**config.mk**
```make
export PLATFORM = sky130hd
export DESIGN_NAME = reaction_timer_multi
export DESIGN_NICKNAME = d
export VERILOG_FILES = /design/src/rtl/reaction_timer_multi.sv
export SDC_FILE = /design/constraint.sdc
export NUM_CORES = 1
export LEC_CHECK = 0
export CAP_MARGIN = 20
export CORE_AREA = 2 2 136 138
export DETAILED_ROUTE_END_ITERATION = 12
export DIE_AREA = 0 0 138 140
export MAX_ROUTING_LAYER = met4
export SLEW_MARGIN = 0
export SYNTH_ARGS = -nofsm -noshare
export SYNTH_HDL_FRONTEND = slang
export SYNTH_SLANG_ARGS = --single-unit
```
**constraint.sdc**
```tcl
create_clock -name Clk -period 7.6 [get_ports Clk]
set_clock_uncertainty 0.05 [all_clocks]
set_input_delay 1.9 -clock Clk [delete_from_list [all_inputs] [get_ports Clk]]
set_output_delay 1.9 -clock Clk [all_outputs]
set_load 0.05 [all_outputs]
```
**src/rtl/reaction_timer_multi.sv**
```systemverilog
// Multi-round reaction timer core.
// A game runs ROUNDS trials. Each trial waits a random delay taken from an
// internal LFSR, lights the lamp, and measures the reaction in ms as packed
// BCD. A false start in any round shows all 9s for that round. The best
// (minimum) time of the game is kept until the next game starts.
//
// state     | meaning
// ----------+--------------------------------------------------------------
// IDLE      | after reset, waiting for start
// WAIT_RAND | random pre-stimulus delay running, lamp off
// TIMING    | lamp on, counting ms until react or all-9s timeout
// FALSE     | react came before the lamp, show all 9s for SHOW_MS
// SHOW      | show the round time for SHOW_MS, then next round or DONE
// DONE      | game over, results held until the next start
module reaction_timer_multi #(
    parameter int                    DIGITS       = 4,
    parameter int                    TICK_DIV     = 50000,
    parameter int                    LFSR_WIDTH   = 12,
    parameter logic [LFSR_WIDTH-1:0] LFSR_TAPS    = 12'hE08,
    parameter logic [LFSR_WIDTH-1:0] LFSR_SEED    = '1,
    parameter int                    MIN_DELAY_MS = 1000,
    parameter logic [LFSR_WIDTH-1:0] RAND_MASK    = 12'h3FF,
    parameter int                    ROUNDS       = 4,
    parameter int                    SHOW_MS      = 2000
) (
    input  logic                  Clk,
    input  logic                  Reset,
    input  logic                  start,
    input  logic                  react,
    output logic                  led,
    output logic [4*DIGITS-1:0]   time_bcd,
    output logic [4*DIGITS-1:0]   best_bcd,
    output logic [3:0]            round_idx,
    output logic                  false_start,
    output logic                  busy,
    output logic                  done
);

    typedef enum logic [2:0] {
        S_IDLE      = 3'd0,
        S_WAIT_RAND = 3'd1,
        S_TIMING    = 3'd2,
        S_FALSE     = 3'd3,
        S_SHOW      = 3'd4,
        S_DONE      = 3'd5
    } state_t;

    localparam logic [4*DIGITS-1:0] ALL9 = {DIGITS{4'h9}};
    localparam logic [4*DIGITS-1:0] ZERO = '0;

    localparam int             TW        = $clog2(TICK_DIV);
    localparam logic [TW-1:0]  TICK_LAST = TW'(TICK_DIV - 1);

    // The ms counter serves both the random delay and the display hold.
    localparam int DELAY_MAX = MIN_DELAY_MS + int'(RAND_MASK);
    localparam int MS_MAX    = (DELAY_MAX > SHOW_MS) ? DELAY_MAX : SHOW_MS;
    localparam int MS_W      = (MS_MAX < 1) ? 1 : $clog2(MS_MAX + 1);
    localparam logic [MS_W-1:0] MS_MIN    = MS_W'(MIN_DELAY_MS);
    localparam logic [MS_W-1:0] MS_SHOW   = MS_W'(SHOW_MS);
    localparam logic [MS_W-1:0] MS_ONE    = MS_W'(1);

    localparam logic [3:0] LAST_ROUND = 4'(ROUNDS - 1);

    state_t                  state;
    state_t                  state_next;
    logic [LFSR_WIDTH-1:0]   lfsr;
    logic                    lfsr_fb;
    logic [TW-1:0]           tick_cnt;
    logic [MS_W-1:0]         ms_cnt;
    logic                    tick;
    logic                    expire;
    logic                    entering;
    logic                    new_game;
    logic [4*DIGITS-1:0]     time_inc;
    logic [4*DIGITS-1:0]     time_next;
    logic [4*DIGITS-1:0]     best_next;
    logic [3:0]              round_next;
    logic                    led_next;
    logic                    false_start_next;
    logic                    busy_next;
    logic                    done_next;

    // Packed-BCD increment with decimal carry across all digits.
    function automatic logic [4*DIGITS-1:0] bcd_inc(input logic [4*DIGITS-1:0] v);
        logic [4*DIGITS-1:0] r;
        logic                carry;
        r     = v;
        carry = 1'b1;
        for (int i = 0; i < DIGITS; i++) begin
            if (carry) begin
                if (v[4*i +: 4] == 4'h9) begin
                    r[4*i +: 4] = 4'h0;
                end else begin
                    r[4*i +: 4] = v[4*i +: 4] + 4'h1;
                    carry       = 1'b0;
                end
            end
        end
        return r;
    endfunction

    // All-ones is the XNOR lockup word; it only exists as the reset value,
    // so force a zero in to leave it on the first step.
    assign lfsr_fb = (&lfsr) ? 1'b0 : ~(^(lfsr & LFSR_TAPS));

    assign tick     = (tick_cnt == TICK_LAST);
    assign expire   = tick && (ms_cnt <= MS_ONE);
    assign entering = (state_next != state);
    assign new_game = entering && (state_next == S_WAIT_RAND) &&
                      ((state == S_IDLE) || (state == S_DONE));
    assign time_inc = bcd_inc(time_bcd);

    // State register.
    always_ff @(posedge Clk or posedge Reset) begin
        if (Reset) begin
            state <= S_IDLE;
        end else begin
            state <= state_next;
        end
    end

    // Next-state decode; react has priority over delay expiry and tick.
    always_comb begin
        state_next = state;
        case (state)
            S_IDLE: begin
                if (start) state_next = S_WAIT_RAND;
            end
            S_WAIT_RAND: begin
                if (react)       state_next = S_FALSE;
                else if (expire) state_next = S_TIMING;
            end
            S_TIMING: begin
                if (react)                          state_next = S_SHOW;
                else if (tick && time_inc == ALL9)  state_next = S_SHOW;
            end
            S_FALSE, S_SHOW: begin
                if (expire) state_next = (round_idx == LAST_ROUND) ? S_DONE : S_WAIT_RAND;
            end
            S_DONE: begin
                if (start) state_next = S_WAIT_RAND;
            end
            default: state_next = S_IDLE;
        endcase
    end

    // Output decode from the next state so outputs register on the entry edge.
    always_comb begin
        led_next         = (state_next == S_TIMING);
        false_start_next = (state_next == S_FALSE);
        busy_next        = (state_next != S_IDLE) && (state_next != S_DONE);
        done_next        = (state_next == S_DONE);
    end

    // Registered state outputs.
    always_ff @(posedge Clk or posedge Reset) begin
        if (Reset) begin
            led         <= 1'b0;
            false_start <= 1'b0;
            busy        <= 1'b0;
            done        <= 1'b0;
        end else begin
            led         <= led_next;
            false_start <= false_start_next;
            busy        <= busy_next;
            done        <= done_next;
        end
    end

    // Free-running LFSR, stepping in every state.
    always_ff @(posedge Clk or posedge Reset) begin
        if (Reset) begin
            lfsr <= LFSR_SEED;
        end else begin
            lfsr <= {lfsr[LFSR_WIDTH-2:0], lfsr_fb};
        end
    end

    // Tick divider and ms down-counter, both restarted on every state entry.
    always_ff @(posedge Clk or posedge Reset) begin
        if (Reset) begin
            tick_cnt <= '0;
            ms_cnt   <= '0;
        end else if (entering) begin
            tick_cnt <= '0;
            case (state_next)
                S_WAIT_RAND:     ms_cnt <= MS_MIN + MS_W'(lfsr & RAND_MASK);
                S_FALSE, S_SHOW: ms_cnt <= MS_SHOW;
                default:         ms_cnt <= '0;
            endcase
        end else begin
            tick_cnt <= tick ? '0 : tick_cnt + 1'b1;
            if (tick && (ms_cnt != '0)) ms_cnt <= ms_cnt - MS_ONE;
        end
    end

    // Next values for the round time, best time and round index.
    always_comb begin
        time_next  = time_bcd;
        best_next  = best_bcd;
        round_next = round_idx;
        if (new_game) begin
            time_next  = ZERO;
            best_next  = ALL9;
            round_next = 4'd0;
        end else if (entering) begin
            case (state_next)
                S_WAIT_RAND: round_next = round_idx + 4'd1;
                S_TIMING:    time_next  = ZERO;
                S_FALSE:     time_next  = ALL9;
                S_SHOW: begin
                    // Timeout lands on all 9s; a react holds the current count.
                    if (!react) time_next = time_inc;
                    if (time_next < best_bcd) best_next = time_next;
                end
                default: ;
            endcase
        end else if ((state == S_TIMING) && tick) begin
            time_next = time_inc;
        end
    end

    // Result registers.
    always_ff @(posedge Clk or posedge Reset) begin
        if (Reset) begin
            time_bcd  <= ZERO;
            best_bcd  <= ALL9;
            round_idx <= 4'd0;
        end else begin
            time_bcd  <= time_next;
            best_bcd  <= best_next;
            round_idx <= round_next;
        end
    end

endmodule

```
==> impl_results.md, run 1 <==
* Clock Latency Late Sink at between 300 and 400 ps
* Diode count at 0
* Final-report setup violation count at 0
* Clock Tree Buf Depth at 2
* Met2 usage at 0.2217
* Area delta synth->final at 18.66%
* Yosys reg bits at roughly 80
* Clock sinks at between 80 and 90
* Setup repair bufs after CTS at 0
* RSZ-0062 raised after global routing: no
* Hold buffer count at CTS at 0
* First-pass GRT wire length at approximately 22 mm
* Commonest non-fill, non-tap cell in the layout: dfrtp_1
* Final TNS setup at 0 ps
* Row count at between 40 and 50
* Vias at about 4400
* Final ANT Viol Nets at 0
* Most frequent cells in the layout: dfrtp_1 (62), nand2_1 (54), nor2_1 (54)
* Synth top area share at 0.2959
* GRT met3 Usage at 0.02530
* IO buf count at 43
* Area leader, netlist: dfrtp_1
* Non-Filler Instances at roughly 850
* Worst Hold Class: reg -> reg
* Io pins at 44
* Synthesized cell area at about 0.0052 sq mm
* Routed vias/inst at between 5 and 6
* Pre-CTS setup slack at about 2300 ps
* Run status: finished, final reports clean
* Total power at between 0.9 and 1 mW
* CTS tree: built
* Post-Synthesis Cells at 578
* Max-slew violation count at 0
* Number of max-cap violations at 0
* Final WL at 13.36 mm
* Pre-antenna DRT Iters at 6
* Clk slew on worst S/H paths at 70 ps
* Largest net degree at the start of global routing at 83
* Max Freq at between 200 and 250 MHz
* Warning count from the yosys run at 0
* Fin. Hold Viols at 0
* Fin crit period at around 5000 ps
* Syn_nets at 610
* GRT busiest layer: met2
* Layout cells sized above 1 at 0.1034
* Post-synth ARST share at 1.000
* Final setup margin at ~2700 ps
* Core ar. at approximately 0.018 sq mm
* Power density over the cells at between 150 and 200 mW/mm^2
* Synth cell types at 70
* Avg Cell Area, Syn at roughly 9.1 sq um
* Gr ovfl total at 0
* Synth area leaders: dfrtp_1 (30%), dfstp_2 (10%), ha_1 (6.7%)
* Critical Path Fanout Max at 14
* CTS resizes at 0
* Die Y at about 140 microns
* DRC viols at 0
* Crit. End Element: flip-flop
* CTS Buf Count at 9
* Number of H-tree levels at 3
* Clk Tree Root Cell: clkbuf_16
* Crit start category: input pin
* Post-synth EDFFs at 0
* Placed Cells at between 800 and 900
* Routability cong. at ~0.84
* GRT Resource Usage Total at 0.1463
* Critical setup path kind: in -> reg
* Placed cell areas at a little under 0.006 sq mm
* Initial Utilization at 0.2949
* Final net count at approximately 650
* Critical Path AT at 5130 ps
* Fin util at 0.3499
* Synth Flop Type: dfrtp_1
* Die X at approximately 140 microns
* Slew headroom at 0.3626
* Initial antenna violation count at 0
* DP Wirelength at 9.591 mm
* Worst path required time at around 7800 ps
* Fin crit share at 0.6507
* Die area at just under 0.02 sq mm
* Worst slew pin tran at ~950 ps
* Design Area, Final at 0.006221 sq mm
* Max VDD drop at slightly below 0.09 mV
* Number of global-route vias before repair at 4228
* Seq/Total Area, Yosys at 0.3962
* Static Leak at 2.639 nW
* Worst hold slack at about 320 ps
* Initial DRC Count at roughly 270
* Routed len/inst at about 16 microns
* Met1 Track Usage GR at 0.1929
## final timing paths
| check | startpoint | end | slack (ps) | cells after the start |
|---|---|---|---|---|
| setup / recovery | react | best_bcd[1]$_DFFE_PP0P_ | 2650 | 12 |
| hold / removal | lfsr[10]$_DFF_PP1_ | lfsr[11]$_DFF_PP1_ | 320 | 0 |
| setup reg to reg | time_bcd[5]$_DFFE_PP0P_ | best_bcd[1]$_DFFE_PP0P_ | 3320 | 15 |
| hold reg to reg | lfsr[10]$_DFF_PP1_ | lfsr[11]$_DFF_PP1_ | 320 | 0 |
| max in group asynchronous | Reset | lfsr[1]$_DFF_PP1_ | 4930 | 4 |
| min in group asynchronous | Reset | tick_cnt[9]$_DFF_PP0_ | 1910 | 3 |
## critical path, cell delays in order
cell and delay, ps:
clkdlybuf4s50_1 450, nor2_1 350, mux2_2 400, ha_1 180
a21o_1 170, a21o_1 180, a211oi_1 210, o21ai_0 110
a21oi_1 160, o2111ai_1 230, and2_1 480, a22o_1 310
## synth_stat cells (6+ instances only)
library cell  count
nand2_1          54
nor4_1           13
o221ai_1          6
nand4_1           7
dfrtp_1          62
mux2i_1           6
a22o_1            8
and3_1            9
inv_1            37
o21ai_0          32
xnor2_1          17
buf_2            10
nor2_1           54
xor2_1           14
ha_1             28
nand2b_1          7
a22oi_1           9
nor3_1           17
a21oi_1          33
o22ai_1           6
or3_1             6
clkbuf_1          8
dfstp_2          20
nand3_1          17
## report_power, final
| group | internal (mW) | switching [mW] |
|---|---|---|
| clock network | 0.294 | 0.197 |
| registers | 0.437 | 0 |
| logic | 0.00464 | 0.0123 |
## final cells by class
class | instances | area, sq um
multi-input cells | 436 | 2905
clock inverters | 7 | 105.1
flip-flops and latches | 82 | 2077
clock buffers | 9 | 225.2
inverters | 38 | 143.9
repair buffers | 47 | 478.0
fillers | 1803 | 11560
well taps | 229 | 286.5
## layer usage
metal / part of all wire / vias to the layer above / wire length (microns)
met3: 0.044 / 22 / 582
met4: 0.025 / 0 / 337
met1: 0.47 / 2119 / 6342
met5: 0 / - / 0
li1: - / 2167 / -
met2: 0.46 / 82 / 6093
## cells by family (layout without fill, tap and decap cells)
kind of cell | after synthesis | after routing | share of synthesized area
and+or+nand+nor | 219 | 219 | 0.2239
muxes | 11 | 11 | 0.02220
DFF | 82 | 82 | 0.3962
xor gates and xnor gates | 31 | 31 | 0.05179
adders and majority gates | 28 | 28 | 0.06683
buffers and inverters | 60 | 101 | 0.04964
AOI/OAI and AO/OA | 147 | 147 | 0.1895
## sequential cells by signal, indices dropped and copies added, names as in the netlist
| name | flops |
|---|---|
| state | 3 |
| false_start | 1 |
| led | 1 |
| ms_cnt | 11 |
| round_idx | 4 |
| lfsr | 12 |
| best_bcd | 16 |
| tick_cnt | 16 |
| time_bcd | 16 |
| done | 1 |
| busy | 1 |
Power figures use the tool's default switching activity.
==> run 2: changes to the inputs <==
Clock period 7.6 ns to 5.15 ns, I/O delays scaled along.
==> run 2 against run 1 <==
  * Register-to-register slack got worse by 2400 ps
  * Non-clock buffer count rose by 2
  * Flip-flop and latch count did not move
  * Setup slack got worse by 1800 ps
  * Critical path type unchanged
==> impl_results.md, run 2 (same netlist as run 1, synthesis figures left out) <==
* Fin crit period at approximately 4300 ps
* Initial DRC Count at 286 (was 266)
* Die Y at 140 microns (unchanged)
* Critical Path AT at 4460 ps (was 5130 ps)
* Reg-to-reg startpoint: time_bcd[5]$_DFFE_PP0P_ (unchanged)
* Critical setup path kind: in -> reg (unchanged)
* Clock sinks at 82 (unchanged)
* Vias at 4347 (was 4390)
* DRC viols at 0 (unchanged)
* Largest net degree at the start of global routing at 58 (was 83)
* Layout cells sized above 1 at 0.1063 (was 0.1034)
* Slew headroom at 0.3568 (was 0.3626)
* Final net count at 648 (was 646)
* Worst R2R Path Depth at 15 (unchanged)
* Top flop regs: best_bcd (16), tick_cnt (16), time_bcd (16) (unchanged)
* Power density over the cells at 209.2 mW/mm^2 (was 151.8 mW/mm^2)
* Max-slew violation count at 0 (unchanged)
* Clock Tree Buf Depth at 2 (unchanged)
* Clk slew on worst S/H paths at 70 ps (about the same)
* CTS tree: built (unchanged)
* First-pass GRT wire length at 22.43 mm (was 22.27 mm)
* Routability cong. at 0.8866 (was 0.8445)
* Total power at 1.291 mW (was 0.9440 mW)
* CTS resizes at 0 (unchanged)
* Initial Utilization at 0.2949 (unchanged)
* Max VDD drop at 0.1506 mV (was 0.08950 mV)
* Clock Latency Late Sink at 350 ps (about the same)
* Crit path from: react (unchanged)
* FILL cells at 1824 (was 1803)
* Number of H-tree levels at 3 (unchanged)
* Crit. End Element: flip-flop (unchanged)
* Max Freq at roughly 230 MHz
* Area delta synth->final at 17.73% (was 18.66%)
* Most frequent cells in the layout: dfrtp_1 (62), nand2_1 (54), nor2_1 (54) (unchanged)
* Worst Hold Class: reg -> reg (unchanged)
* Design Area, Final at 0.006172 sq mm (was 0.006221 sq mm)
* R2R Setup Slk at 880 ps (was 3320 ps)
* Final-report setup violation count at 0 (unchanged)
* Routed vias/inst at 5.114 (was 5.177)
* Diode count at 0 (unchanged)
* Die X at 138 microns (unchanged)
* Row count at 49 (unchanged)
* CTS Buf Count at 9 (unchanged)
* Hold buffer count at CTS at 0 (unchanged)
* Pre-antenna DRT Iters at 5 (was 6)
* Number of global-route vias before repair at 4263 (was 4228)
* Final WL at 13.41 mm (was 13.36 mm)
* Io pins at 44 (unchanged)
* GRT Resource Usage Total at 0.1481 (was 0.1463)
* Worst slew pin tran at 957.5 ps (was 948.7 ps)
* Final ANT Viol Nets at 0 (unchanged)
* Number of max-cap violations at 0 (unchanged)
* Worst path required time at 5340 ps (was 7790 ps)
* DP Wirelength at 9.777 mm (was 9.591 mm)
* Clk Tree Root Cell: clkbuf_16 (unchanged)
* Initial antenna violation count at 0 (unchanged)
* Commonest non-fill, non-tap cell in the layout: dfrtp_1 (unchanged)
* Core ar. at 0.01778 sq mm (unchanged)
* Gr ovfl total at 0 (unchanged)
* Crit start category: input pin (unchanged)
* RSZ-0062 raised after global routing: no (unchanged)
* Non-Filler Instances at 850 (was 848)
* Fin. Hold Viols at 0 (unchanged)
* Critical Path Sink: best_bcd[2]$_DFFE_PP0P_ (was best_bcd[1]$_DFFE_PP0P_)
* FF-to-FF End: best_bcd[2]$_DFFE_PP0P_ (was best_bcd[1]$_DFFE_PP0P_)
* Fin crit share at 0.8305
* Routed len/inst at 15.78 microns (was 15.75 microns)
* Placed cell areas at 0.005888 sq mm (was 0.005858 sq mm)
* Worst hold slack at 327.1 ps (was 321.1 ps)
* Critical Path Fanout Max at 14 (unchanged)
* Static Leak at 2.620 nW (was 2.639 nW)
* Placed Cells at 834 (was 830)
* Die area at 0.01932 sq mm (unchanged)
* Final TNS setup at 0 ps (unchanged)
* Run status: finished, final reports clean (unchanged)
* Setup repair bufs after CTS at 0 (unchanged)
* IO buf count at 43 (unchanged)
-- run 2: where the power goes --
part	total (mW)	leakage (nW)	internal [mW]	switching [mW]
logic	0.0228	1.47	0.00466	0.0182
clock network	0.623	0.139	0.335	0.288
registers	0.645	1.02	0.645	0
total	1.29	2.62	0.985	0.306
-- run 2: routing by layer --
| layer | up-vias | GRT usage | share of wire |
|---|---|---|---|
| met3 | 13 | 0.03009 | 0.046 |
| met5 | - | - | 0 |
| met2 | 81 | 0.2212 | 0.46 |
| met1 | 2085 | 0.1995 | 0.48 |
| met4 | 0 | 0.05371 | 0.017 |
| li1 | 2168 | - | - |
-- run 2: worst min-delay path by stage --
| stage | cells past startpoint | slack, ps | from | end |
|---|---|---|---|---|
| 3_5_place_dp | 0 | 320 | lfsr[10]$_DFF_PP1_ | lfsr[11]$_DFF_PP1_ |
| 6_report | 0 | 330 | lfsr[1]$_DFF_PP1_ | lfsr[2]$_DFF_PP1_ |
| 3_3_place_gp | 0 | 310 | lfsr[10]$_DFF_PP1_ | lfsr[11]$_DFF_PP1_ |
| 5_1_grt | 0 | 330 | lfsr[1]$_DFF_PP1_ | lfsr[2]$_DFF_PP1_ |
| 2_1_floorplan | 0 | 310 | lfsr[10]$_DFF_PP1_ | lfsr[11]$_DFF_PP1_ |
| 4_1_cts | 0 | 330 | lfsr[10]$_DFF_PP1_ | lfsr[11]$_DFF_PP1_ |
-- run 2: through the flow --
| stage | worst slack (ps) | utilization |
|---|---|---|
| 2_1_floorplan | 1046 | - |
| 3_3_place_gp | 550.4 | 0.3312 |
| 3_5_place_dp | 477.5 | 0.3312 |
| 4_1_cts | 851.3 | 0.3472 |
| 5_1_grt | 472.3 | 0.3472 |
| 6_report | 873.2 | 0.3472 |
-- run 2: layout make-up --
class,count,area (sq um),share of cell area
multi-input combinational,436,2905,0.4707
sequential,82,2077,0.3365
clock inverter,7,58.81,0.009528
timing repair buffer,49,475.5,0.07703
tap,229,286.5,0.04642
clock buffer,9,225.2,0.03649
inverter,38,143.9,0.02331
-- run 2: worst max-delay path: stages --
cell and delay, ps:
clkdlybuf4s50_1 440, nor2_1 350, mux2_2 400, ha_1 180, a21o_1 170, a21o_1 170
a211oi_1 210, o21ai_0 120, a21oi_1 150, o2111ai_1 220, and2_1 460, a22o_1 310
